--- src/rtl/clock24_pkg.sv ---
// Shared definitions for the clock24 time-setting controller:
// FSM state encoding, button-owner codes and default timing constants.
package clock24_pkg;

    // Controller states
    typedef enum logic [2:0] {
        ST_IDLE     = 3'd0,
        ST_FIRST    = 3'd1,
        ST_HOLD     = 3'd2,
        ST_REPEAT   = 3'd3,
        ST_WAIT_REL = 3'd4
    } state_t;

    // Which button currently owns the controller
    typedef enum logic [1:0] {
        OWN_NONE = 2'd0,
        OWN_H    = 2'd1,
        OWN_M    = 2'd2,
        OWN_C    = 2'd3
    } owner_t;

    // Default timing, all in 1 ms tick units
    localparam int DEB_MS_DEF     = 20;
    localparam int RPT_DLY_MS_DEF = 500;
    localparam int RPT_MS_DEF     = 100;

    // Bits needed to hold values 0..max_val (at least one bit)
    function automatic int timer_width(input int max_val);
        int w;
        w = $clog2(max_val + 1);
        return (w < 1) ? 1 : w;
    endfunction

endpackage

--- src/rtl/debounce.sv ---
// One button input: 2-flop synchronizer followed by a tick-based
// debouncer. The output level only follows the synchronized input after
// DEB_MS consecutive ms samples at the new level.
module debounce
    import clock24_pkg::*;
#(
    parameter int DEB_MS = DEB_MS_DEF
) (
    input  logic clk,
    input  logic rst_n,
    input  logic ce1,
    input  logic btn,
    output logic level
);

    localparam logic [7:0] DEB_LAST = 8'(DEB_MS - 1);

    logic       sync1_reg;
    logic       sync2_reg;
    logic [7:0] cnt_reg;
    logic       level_reg;

    // Bring the raw asynchronous button into the clk domain
    always_ff @(posedge clk or negedge rst_n) begin
        if (!rst_n) begin
            sync1_reg <= 1'b0;
            sync2_reg <= 1'b0;
        end else begin
            sync1_reg <= btn;
            sync2_reg <= sync1_reg;
        end
    end

    // Count consecutive ms samples that disagree with the current level;
    // any agreeing sample restarts the count
    always_ff @(posedge clk or negedge rst_n) begin
        if (!rst_n) begin
            cnt_reg   <= '0;
            level_reg <= 1'b0;
        end else if (ce1) begin
            if (sync2_reg != level_reg) begin
                if (cnt_reg == DEB_LAST) begin
                    level_reg <= sync2_reg;
                    cnt_reg   <= '0;
                end else begin
                    cnt_reg <= cnt_reg + 8'd1;
                end
            end else begin
                cnt_reg <= '0;
            end
        end
    end

    assign level = level_reg;

endmodule

--- src/rtl/time_set_ctrl.sv ---
// Time-setting controller for counter24: debounces the hour, minute and
// clear buttons and turns presses into single or auto-repeating one-cycle
// set/clear pulses. One button owns the controller until all are released.
module time_set_ctrl
    import clock24_pkg::*;
#(
    parameter int DEB_MS     = DEB_MS_DEF,
    parameter int RPT_DLY_MS = RPT_DLY_MS_DEF,
    parameter int RPT_MS     = RPT_MS_DEF
) (
    input  logic clk,
    input  logic rst_n,
    input  logic ce1,
    input  logic btnh,
    input  logic btnm,
    input  logic btnc,
    output logic seth,
    output logic setm,
    output logic sclr,
    output logic active
);

    localparam int TW = timer_width(RPT_DLY_MS);
    localparam logic [TW-1:0] DLY_LAST  = TW'(RPT_DLY_MS);
    localparam logic [TW-1:0] RPT_LAST  = TW'(RPT_MS);
    localparam logic [TW-1:0] TIMER_MAX = {TW{1'b1}};
    localparam logic [TW-1:0] TIMER_ONE = TW'(1);

    // Bit 0 = hour, bit 1 = minute, bit 2 = clear
    logic [2:0] btn_raw;
    logic [2:0] deb;

    assign btn_raw = {btnc, btnm, btnh};

    generate
        for (genvar gi = 0; gi < 3; gi++) begin : g_deb
            debounce #(
                .DEB_MS (DEB_MS)
            ) u_debounce (
                .clk   (clk),
                .rst_n (rst_n),
                .ce1   (ce1),
                .btn   (btn_raw[gi]),
                .level (deb[gi])
            );
        end
    endgenerate

    state_t        state_reg;
    owner_t        owner_reg;
    logic [TW-1:0] timer_reg;
    logic          seth_reg;
    logic          setm_reg;
    logic          sclr_reg;
    logic          active_reg;

    logic          owner_level;
    logic [TW-1:0] timer_inc;

    // Debounced level of whichever button owns the controller
    always_comb begin
        owner_level = 1'b0;
        case (owner_reg)
            OWN_H:   owner_level = deb[0];
            OWN_M:   owner_level = deb[1];
            OWN_C:   owner_level = deb[2];
            default: owner_level = 1'b0;
        endcase
    end

    // Saturating increment so a stalled timer can never wrap to zero
    assign timer_inc = (timer_reg == TIMER_MAX) ? timer_reg : timer_reg + TIMER_ONE;

    // Controller FSM with tick timer and registered pulse/active outputs
    always_ff @(posedge clk or negedge rst_n) begin
        if (!rst_n) begin
            state_reg  <= ST_IDLE;
            owner_reg  <= OWN_NONE;
            timer_reg  <= '0;
            seth_reg   <= 1'b0;
            setm_reg   <= 1'b0;
            sclr_reg   <= 1'b0;
            active_reg <= 1'b0;
        end else begin
            seth_reg <= 1'b0;
            setm_reg <= 1'b0;
            sclr_reg <= 1'b0;
            case (state_reg)
                ST_IDLE: begin
                    if (|deb) begin
                        // Clear beats hour beats minute
                        if (deb[2]) begin
                            owner_reg <= OWN_C;
                        end else if (deb[0]) begin
                            owner_reg <= OWN_H;
                        end else begin
                            owner_reg <= OWN_M;
                        end
                        state_reg  <= ST_FIRST;
                        active_reg <= 1'b1;
                    end
                end
                ST_FIRST: begin
                    seth_reg  <= (owner_reg == OWN_H);
                    setm_reg  <= (owner_reg == OWN_M);
                    sclr_reg  <= (owner_reg == OWN_C);
                    timer_reg <= '0;
                    // Clear never repeats
                    state_reg <= (owner_reg == OWN_C) ? ST_WAIT_REL : ST_HOLD;
                end
                ST_HOLD: begin
                    if (!owner_level) begin
                        state_reg <= ST_WAIT_REL;
                    end else if (ce1) begin
                        if (timer_inc >= DLY_LAST) begin
                            seth_reg  <= (owner_reg == OWN_H);
                            setm_reg  <= (owner_reg == OWN_M);
                            timer_reg <= '0;
                            state_reg <= ST_REPEAT;
                        end else begin
                            timer_reg <= timer_inc;
                        end
                    end
                end
                ST_REPEAT: begin
                    if (!owner_level) begin
                        state_reg <= ST_WAIT_REL;
                    end else if (ce1) begin
                        if (timer_inc >= RPT_LAST) begin
                            seth_reg  <= (owner_reg == OWN_H);
                            setm_reg  <= (owner_reg == OWN_M);
                            timer_reg <= '0;
                        end else begin
                            timer_reg <= timer_inc;
                        end
                    end
                end
                ST_WAIT_REL: begin
                    // Other buttons pressed meanwhile must also be let go
                    if (deb == 3'b000) begin
                        state_reg  <= ST_IDLE;
                        owner_reg  <= OWN_NONE;
                        active_reg <= 1'b0;
                    end
                end
                default: begin
                    state_reg  <= ST_IDLE;
                    owner_reg  <= OWN_NONE;
                    active_reg <= 1'b0;
                end
            endcase
        end
    end

    assign seth   = seth_reg;
    assign setm   = setm_reg;
    assign sclr   = sclr_reg;
    assign active = active_reg;

endmodule
--- config.mk ---
export PLATFORM = sky130hd
export DESIGN_NAME = time_set_ctrl
export DESIGN_NICKNAME = d
export VERILOG_FILES = /design/src/rtl/clock24_pkg.sv /design/src/rtl/debounce.sv /design/src/rtl/time_set_ctrl.sv
export SDC_FILE = /design/constraint.sdc
export NUM_CORES = 1
export LEC_CHECK = 0
export CORE_MARGIN = 2
export CORE_UTILIZATION = 55
export DETAILED_ROUTE_END_ITERATION = 7
export PLACE_DENSITY = 0.73
export SETUP_SLACK_MARGIN = 0.02
export SLEW_MARGIN = 5
export SYNTH_ARGS = -nofsm -noshare
export SYNTH_HDL_FRONTEND = slang
export SYNTH_SLANG_ARGS = --single-unit
--- constraint.sdc ---
create_clock -name clk -period 6.6 [get_ports clk]
set_input_delay 0.66 -clock clk [delete_from_list [all_inputs] [get_ports clk]]
set_output_delay 0.66 -clock clk [all_outputs]
set_load 0.05 [all_outputs]
# After elaboration in Yosys (flattened, before gate mapping)
# Cells that the tools add are included.
[word_totals]
reg_bits = 51
input_bits = 6
elab_cells = 106
[op_classes]
n_addsub = 4
n_lt_le_gt_ge = 2
n_eq_ne = 23
muxes = 46
bitwise = 1
n_reduce_logical = 11
[ops]
columns = ["cell", "n"]
rows = [
  ["$mux W9", 7],
  ["$mux W8", 6],
  ["$pmux W9 S3", 1],
  ["$add A8 B1 Y8 const B", 3],
  ["$eq A8 B5 Y1 const B", 3],
  ["$mux W3", 7],
  ["$mux W1", 15],
  ["$pmux W3 S5", 1],
  ["$ne A2 B2 Y1 const B", 7],
  ["$pmux W1 S3", 4],
  ["$reduce_and A3 Y1", 4],
  ["$reduce_and A5 Y1", 2],
  ["$add A9 B1 Y9 const B", 1],
  ["$eq A9 B9 Y1 const B", 1],
  ["$ge A9 B7 Y1 const B", 1],
  ["$ge A9 B9 Y1 const B", 1],
  ["$mux W2", 4],
  ["$eq A3 B2 Y1 const B", 2],
  ["$logic_not A3 Y1", 2],
  ["$ne A3 B3 Y1 const B", 2],
  ["$pmux W2 S3", 1],
  ["$reduce_or A3 Y1", 2],
  ["$eq A2 B2 Y1 const B", 2],
  ["$eq A3 B1 Y1 const B", 1],
  ["other kinds (5)", 7],
]

# Logic depth before layout (Yosys ltp)
# Gate-level depths: netlist (run 1).
[depth]
depth_word = 7
ltp_mapped = 9
mapped_depth_nobuf = 7

# By module
# From an unflattened synthesis (run 1), not the netlist that was laid out.
[hier_totals]
hier_cells = 289
area_unflattened_um2 = 3009.1
[modules_own_cells]
columns = ["mod", "n_inst", "cells_each", "area_per_inst_um2", "seq_area_each_um2"]
rows = [
  ["debounce", 3, 50, 561.8, 275.3],
  ["time_set_ctrl", 1, 139, 1323.8, 450.4],
]

# Worst setup path after synthesis (run 1)
# No wires, ideal clock.
[synth_timing]
path_kind = "reg2reg"
start = "register timer_reg[0]"
end = "register timer_reg[3]"
arrival_time_ns = 2.265
t_required_ns = 6.478
slack_ns = 4.214
stages_incl_launch_ff = 9
n_path_buf = 1
cell_sequence = "dfrtp_1 -> ha_1 -> buf_6 -> and2_4 -> or4_1 -> o211ai_2 -> a31oi_4 -> or3_4 -> a32o_1"
[synth_via]
elab_chain_cells = 7
elab_cells_between_ends = 12
cone_classes = "1 x add/sub; 2 x order compare; 1 x eq/ne; 8 x mux"
[synth_lines]
columns = ["item", "line_no", "rtl"]
rows = [
  ["start: declaration", "time_set_ctrl.sv:51", "logic [TW-1:0] timer_reg;"],
  ["start signal: assignment", "time_set_ctrl.sv:121", "timer_reg <= timer_inc;"],
  ["start signal: assignment", "time_set_ctrl.sv:134", "timer_reg <= timer_inc;"],
  ["$add A9 B1 Y9 / $eq A9 B9 Y1 (equally long branches)", "time_set_ctrl.sv:72", "assign timer_inc = (timer_reg == TIMER_MAX) ? timer_reg : timer_reg + TIMER_ONE;"],
  ["$mux W9 *", "time_set_ctrl.sv:72", ""],
  ["$ge A9 B7 Y1 / $ge A9 B9 Y1 (equally long branches)", "time_set_ctrl.sv:129, time_set_ctrl.sv:115", ""],
  ["$mux W9, on equally long branches", "time_set_ctrl.sv:129, time_set_ctrl.sv:115", ""],
  ["$mux W9, on equally long branches", "time_set_ctrl.sv:128, time_set_ctrl.sv:114", ""],
  ["$mux W9, on equally long branches", "time_set_ctrl.sv:126, time_set_ctrl.sv:112", ""],
  ["$pmux W9 S3 *", "time_set_ctrl.sv:88", "case (state_reg)"],
]
# Mark *: on every way between the ends. The rest lies on a longest branch, timed or not. The select of a mux whose other input is x is not followed.
# A chain may end at the register's enable or synchronous reset.

# Worst setup path after layout (run 1)
# Ends and elaborated chain as after synthesis.

==> impl_metrics.env, run 1 <==
export IMPL_outcome="finished, final reports clean"
export IMPL_cp_required_ns=6.80
export IMPL_ant_nets=0
export IMPL_clock_path_buffers=2
export IMPL_drc=0
export IMPL_path_clk_slew_ns=0.09
export IMPL_grt_pass1_wl_um=8440
export IMPL_worst_slew_pin_transition_ns=0.634
export IMPL_grt_max_degree=52
export IMPL_rsz0062_at_grt="false"
export IMPL_start_kind="flip-flop"
export IMPL_cts_resized=0
export IMPL_dieArea_um2=5710
export IMPL_slew_headroom_pct=57.7
export IMPL_h_tree_depth=2
export IMPL_grt_pass1_vias=1840
export IMPL_globalplace_congestion=0.859
export IMPL_clockRootBuffer="clkbuf_8"
export IMPL_vias_per_cell=5.73
export IMPL_cellLeakagePower_nw=1.23
export IMPL_die_h_um=75.6
export IMPL_cts_buffers=5
export IMPL_arrival_ns=2.81
export IMPL_ios=10
export IMPL_design_area_um2=3010
export IMPL_holdBufCountCts=0
export IMPL_syn_nets=294
export IMPL_hp_class="reg -> reg"
export IMPL_start_util_pct=56.2
export IMPL_ys_seq_area_share_pct=45.3
export IMPL_wl_per_cell_um=14.3
export IMPL_clock_latency_ns=0.30
export IMPL_numPortBuffers=9
export IMPL_drv_cap=0
export IMPL_yosys_warnings=0
export IMPL_async_flop_share_pct=100
export IMPL_ir_worst_vdd_mv=0.125
export IMPL_utilization_pct=60.0
export IMPL_dpl_worst_slack_ns=4.01
export IMPL_avgSynthCellArea_um2=9.92
export IMPL_num_vias=2064
export IMPL_syn_inst=284
export IMPL_grt_overflow=0
export IMPL_setup_worst_path_end_class="flip-flop"
export IMPL_synth_edff_count=0
export IMPL_row_count=26
export IMPL_setup_viol=0
export IMPL_crit_fanout=9
export IMPL_finClkSkew_ns=0.00754
export IMPL_yosys_most_used_dff="dfrtp_1"
export IMPL_drv_slew=0
export IMPL_grt_use_total_pct=19.5
export IMPL_dieWidth_um=75.6
export IMPL_setup_slack_ns=3.99
export IMPL_cts_tree="yes"
export IMPL_core_area_um2=5010
export IMPL_dr_pass1_iters=4
export IMPL_syn2layout_area_growth_pct=6.66
export IMPL_postCtsSetupBuffers=0
export IMPL_dpl_cell_area_um2=2920
export IMPL_cts_sinks=51
export IMPL_hold_viol=0
export IMPL_finalNetCount=299
export IMPL_drt_iter0_markers=217
export IMPL_largest_reg_flops=24
export IMPL_finalWirelength_um=5150
export IMPL_synth_area_um2=2820
export IMPL_p_per_area_nw_per_um2=222
export IMPL_yosysUniqueCellTypes=58
export IMPL_drive_gt1_share_pct=10.3
export IMPL_ys_ff_latch=51
export IMPL_period_share_pct=39.6
export IMPL_max_freq_ghz=0.383
export IMPL_antenna_cells=0
export IMPL_critPathKind="reg -> reg"
export IMPL_fin_crit_ns=2.61
export IMPL_total_power_mw=0.668
export IMPL_fin_tns_setup_ns=0
export IMPL_antenna_found_initial=0
export IMPL_dp_hpwl_um=3560
cells in the mapped netlist (3+ instances only):
cell type,number,area share (%)
nor2_1,27,3.6
inv_1,6,0.80
a31oi_1,4,0.89
nor2b_1,3,0.67
xnor2_1,11,3.4
o21ai_0,7,1.2
nand2b_1,5,1.1
or3_1,3,0.67
o21ai_1,5,0.89
nand3_1,14,2.5
buf_6,3,1.2
or2_2,4,0.89
nand2_1,33,4.4
dfrtp_1,51,45
buf_4,3,0.80
a31oi_4,3,2.3
a21oi_1,10,1.8
xor2_1,9,2.8
clkbuf_1,5,0.67
ha_1,4,1.8
mux2i_1,5,1.8
nor3_1,7,1.2
a22o_1,4,1.2
nand4_1,9,2.0
o31ai_1,6,1.6
logic make-up after synthesis:
group	synth area share, %
DFF	45.3
muxes	3.46
AOI/OAI and AO/OA	16.0
and+or+nand+nor	22.6
adders and majority gates	2.49
xor gates and xnor gates	6.22
buffers and inverters	3.95
power breakdown:
| group | switching (mW) | internal [mW] |
|---|---|---|
| Clock | 0.0980 | 0.0742 |
| Combinational | 0.0730 | 0.0523 |
| Sequential | 0.0357 | 0.334 |
cells in the final DEF (no fill, tap or decap), types with 3 or more instances in the layout:
master,n
a21oi_1,10
a22o_1,4
a31oi_1,4
a31oi_4,3
clkbuf_8,5
clkdlybuf4s50_1,8
dfrtp_1,51
ha_1,4
inv_1,6
mux2i_1,5
nand2_1,33
nand2b_1,5
nand3_1,14
nand4_1,9
nor2_1,27
nor2b_1,3
nor3_1,7
o21ai_0,7
o21ai_1,5
o31ai_1,6
or2_2,4
or3_1,3
xnor2_1,11
xor2_1,9
layout make-up:
cell class / count / area [µm²]
Fill cell: 462 / 2000
Multi-Input combinational cell: 213 / 1430
Clock buffer: 6 / 72.6
Clock inverter: 2 / 12.5
Sequential cell: 51 / 1280
Inverter: 7 / 26.3
Tap cell: 70 / 87.6
Timing Repair Buffer: 11 / 100
layer usage:
layer / vias to the layer above / global-route usage, % / wire length, µm
li1: 1029 / - / -
met1: 992 / 27.5 / 2510
met2: 32 / 29.6 / 2380
met3: 11 / 5.16 / 180
met4: 0 / 6.04 / 85
met5: - / 0 / 0
worst paths after layout:
check	endpoint	depth (start not counted)	slack, ns	start
setup / recovery	timer_reg[3]	7	3.99	timer_reg[0]
hold / removal	g_deb[2].u_debounce.sync2_reg	0	0.35	g_deb[2].u_debounce.sync1_reg
setup reg to reg	timer_reg[3]	7	3.99	timer_reg[0]
hold reg to reg	g_deb[2].u_debounce.sync2_reg	0	0.35	g_deb[2].u_debounce.sync1_reg
max in group asynchronous	g_deb[1].u_debounce.level	2	5.72	rst_n
min in group asynchronous	g_deb[0].u_debounce.cnt_reg[7]	2	0.46	rst_n
per-stage QoR:
step	instances	hold WS, ns
after floorplan	284	0.331
after global placement	352	0.334
after detailed placement	352	0.336
after CTS	360	0.354
after global routing	360	0.366
final	360	0.350
critical path, stage by stage (launching register included):
cell	delay, ns
dfrtp_1	0.47
ha_1	0.38
nand3_2	0.12
or3_1	0.51
a31oi_4	0.25
a31oi_4	0.14
or3_4	0.37
a32o_1	0.26
(Power assumes the default switching activity.)
==> run 2, diff against run 1 <==
- PLACE_DENSITY: 0.73 -> 0.76
- clock period: 6.6 -> 2.2 ns (I/O delays scaled with it)
==> impl_metrics.env, run 2 (synthesized netlist as in run 1, its figures left out) <==
export IMPL_cp_cell_sequence="ha_4 -> and2_4 -> or4_4 -> o211ai_4 -> a31oi_4 -> or3_4 -> a32o_1"
export IMPL_design_area_um2=3240
export IMPL_drc=0
export IMPL_cts_sinks=51
export IMPL_row_count=26
export IMPL_final_cell_mix="dfrtp_1, nand2_1, nor2_1"
export IMPL_ir_worst_vdd_mv=0.375
export IMPL_r2r_end="timer_reg[3]"
export IMPL_p_int_mw=1.49
export IMPL_finalWirelength_um=5710
export IMPL_critPathKind="reg -> reg"
export IMPL_die_h_um=75.6
export IMPL_critPathSlowestCell="or4_4"
export IMPL_h_tree_depth=2
export IMPL_largest_reg_flops=24
export IMPL_ios=10
export IMPL_pwr_share_comb_pct=22.1
export IMPL_timing_rr_start="timer_reg[0]"
export IMPL_syn2layout_area_growth_pct=15.0
export IMPL_crit_fanout=5
export IMPL_numPortBuffers=9
export IMPL_dr_wl_met2_um=2720
export IMPL_grt_use_total_pct=22.1
export IMPL_grt_overflow=0
export IMPL_cts_buffers=5
export IMPL_outcome="finished, final reports clean"
export IMPL_dp_hpwl_um=4190
export IMPL_cp_required_ns=2.40
export IMPL_rr_worst_depth=7
export IMPL_slowest_delay_ns=0.49
export IMPL_core_area_um2=5010
export IMPL_globalplace_congestion=0.912
export IMPL_wl_per_cell_um=14.9
export IMPL_met1_length_um=2700
export IMPL_utilization_pct=64.7
export IMPL_hold_viol=0
export IMPL_dr_pass1_iters=4
export IMPL_highest_layer="met4"
export IMPL_dpl_cell_area_um2=3100
export IMPL_clock_power_share_pct=27.7
export IMPL_start_util_pct=56.2
export IMPL_vias_per_cell=5.76
export IMPL_r2r_slack_ns=0.04
export IMPL_clock_latency_ns=0.30
export IMPL_rsz0062_at_grt="true"
export IMPL_max_freq_ghz=0.462
export IMPL_drive_gt1_share_pct=18.2
export IMPL_setup_worst_path_end_class="flip-flop"
export IMPL_pwr_share_seq_pct=50.2
export IMPL_final_common_cell="dfrtp_1"
export IMPL_total_power_mw=2.16
export IMPL_dieWidth_um=75.6
export IMPL_slew_headroom_pct=66.6
export IMPL_start_kind="flip-flop"
export IMPL_grt_pass1_wl_um=9550
export IMPL_finalNetCount=323
export IMPL_grt_pass1_vias=2053
export IMPL_path_buf_inv=0
export IMPL_num_vias=2213
export IMPL_period_share_pct=98.3
export IMPL_antenna_cells=0
export IMPL_antenna_found_initial=0
export IMPL_drv_slew=0
export IMPL_critical_path_top_delay_family="simple AND/OR/NAND/NOR gates"
export IMPL_ant_nets=0
export IMPL_hp_class="in -> async"
export IMPL_route_met3_wl_um=225
export IMPL_p_per_area_nw_per_um2=666
export IMPL_setup_viol=0
export IMPL_worst_slew_pin_transition_ns=0.500
export IMPL_clock_path_buffers=2
export IMPL_dieArea_um2=5710
export IMPL_worst_hold_slack_ns=0.275
export IMPL_arrival_ns=2.36
export IMPL_clockRootBuffer="clkbuf_8"
export IMPL_switchingPower_mw=0.665
export IMPL_drt_iter0_markers=123
export IMPL_cellLeakagePower_nw=1.36
export IMPL_drv_cap=0
export IMPL_path_clk_slew_ns=0.09
export IMPL_swShare_pct=30.8
export IMPL_finClkSkew_ns=0.00464
export IMPL_fin_crit_ns=2.16
export IMPL_grt_max_degree=28
export IMPL_cts_tree="yes"
[run 2: cell types whose count changed in the layout (fill, tap and decap cells not counted), sizes merged]
cell,change
buf,+23
clkbuf,+1
clkinv,-1
dlygate4sd3,+1
[run 2: worst max path at each step]
| stage | slack [ns] | depth (start not counted) | start | to |
|---|---|---|---|---|
| after floorplan | -0.15 | 8 | timer_reg[0] | timer_reg[3] |
| after global placement | 0.01 | 7 | timer_reg[1] | timer_reg[3] |
| after detailed placement | -0.004 | 7 | timer_reg[1] | timer_reg[3] |
| final | 0.04 | 7 | timer_reg[0] | timer_reg[3] |
| after CTS | -0.02 | 7 | timer_reg[0] | timer_reg[3] |
| after global routing | -0.02 | 7 | timer_reg[0] | timer_reg[3] |
[run 2: power groups by stage]
stage | Combinational (mW) | Sequential, mW | Clock [mW]
after floorplan | 0.305 | 1.09 | 0
after global placement | 0.454 | 1.09 | 0
after detailed placement | 0.463 | 1.09 | 0
after CTS | 0.466 | 1.08 | 0.614
after global routing | 0.532 | 1.09 | 0.645
final | 0.477 | 1.08 | 0.597
[run 2: layer usage]
layer	up-vias	GRT usage, %
met5	-	0
met4	0	6.63
met2	47	35.7
met1	1088	30.9
li1	1073	-
met3	5	3.57
[run 2: timing repair]
action                                 CTS  global route
gates resized for setup                  2             3
setup buffers                            0             0
endpoints found under the hold margin    6             0
setup endpoints to repair                1             9
pin swaps                                5             7
hold buffers                             1             0
[run 2: metrics by stage]
step / TNS (ns) / std cells / worst slack [ns]
detailed placement: -0.00436 / 375 / -0.00436
global placement: 0 / 375 / 0.0112
global route: -0.0271 / 384 / -0.0186
floorplan: -0.452 / 284 / -0.149
finish: 0 / 384 / 0.0375
CTS: -0.0203 / 384 / -0.0203
[run 2: worst reg2reg max path, stage by stage, from the launching register on]
cell and delay, ns:
dfrtp_1 0.43, ha_4 0.19, and2_4 0.14, or4_4 0.49, o211ai_4 0.11, a31oi_4 0.12, or3_4 0.36, a32o_1 0.23
[run 2: area by class of cell]
| class | instances | area, µm² |
|---|---|---|
| sequential | 51 | 1280 |
| tap | 70 | 87.6 |
| multi-input combinational | 213 | 1460 |
| clock buffer | 7 | 96.3 |
| inverter | 7 | 26.3 |
| fill | 420 | 1770 |
| timing repair buffer | 35 | 287 |
| clock inverter | 1 | 7.51 |
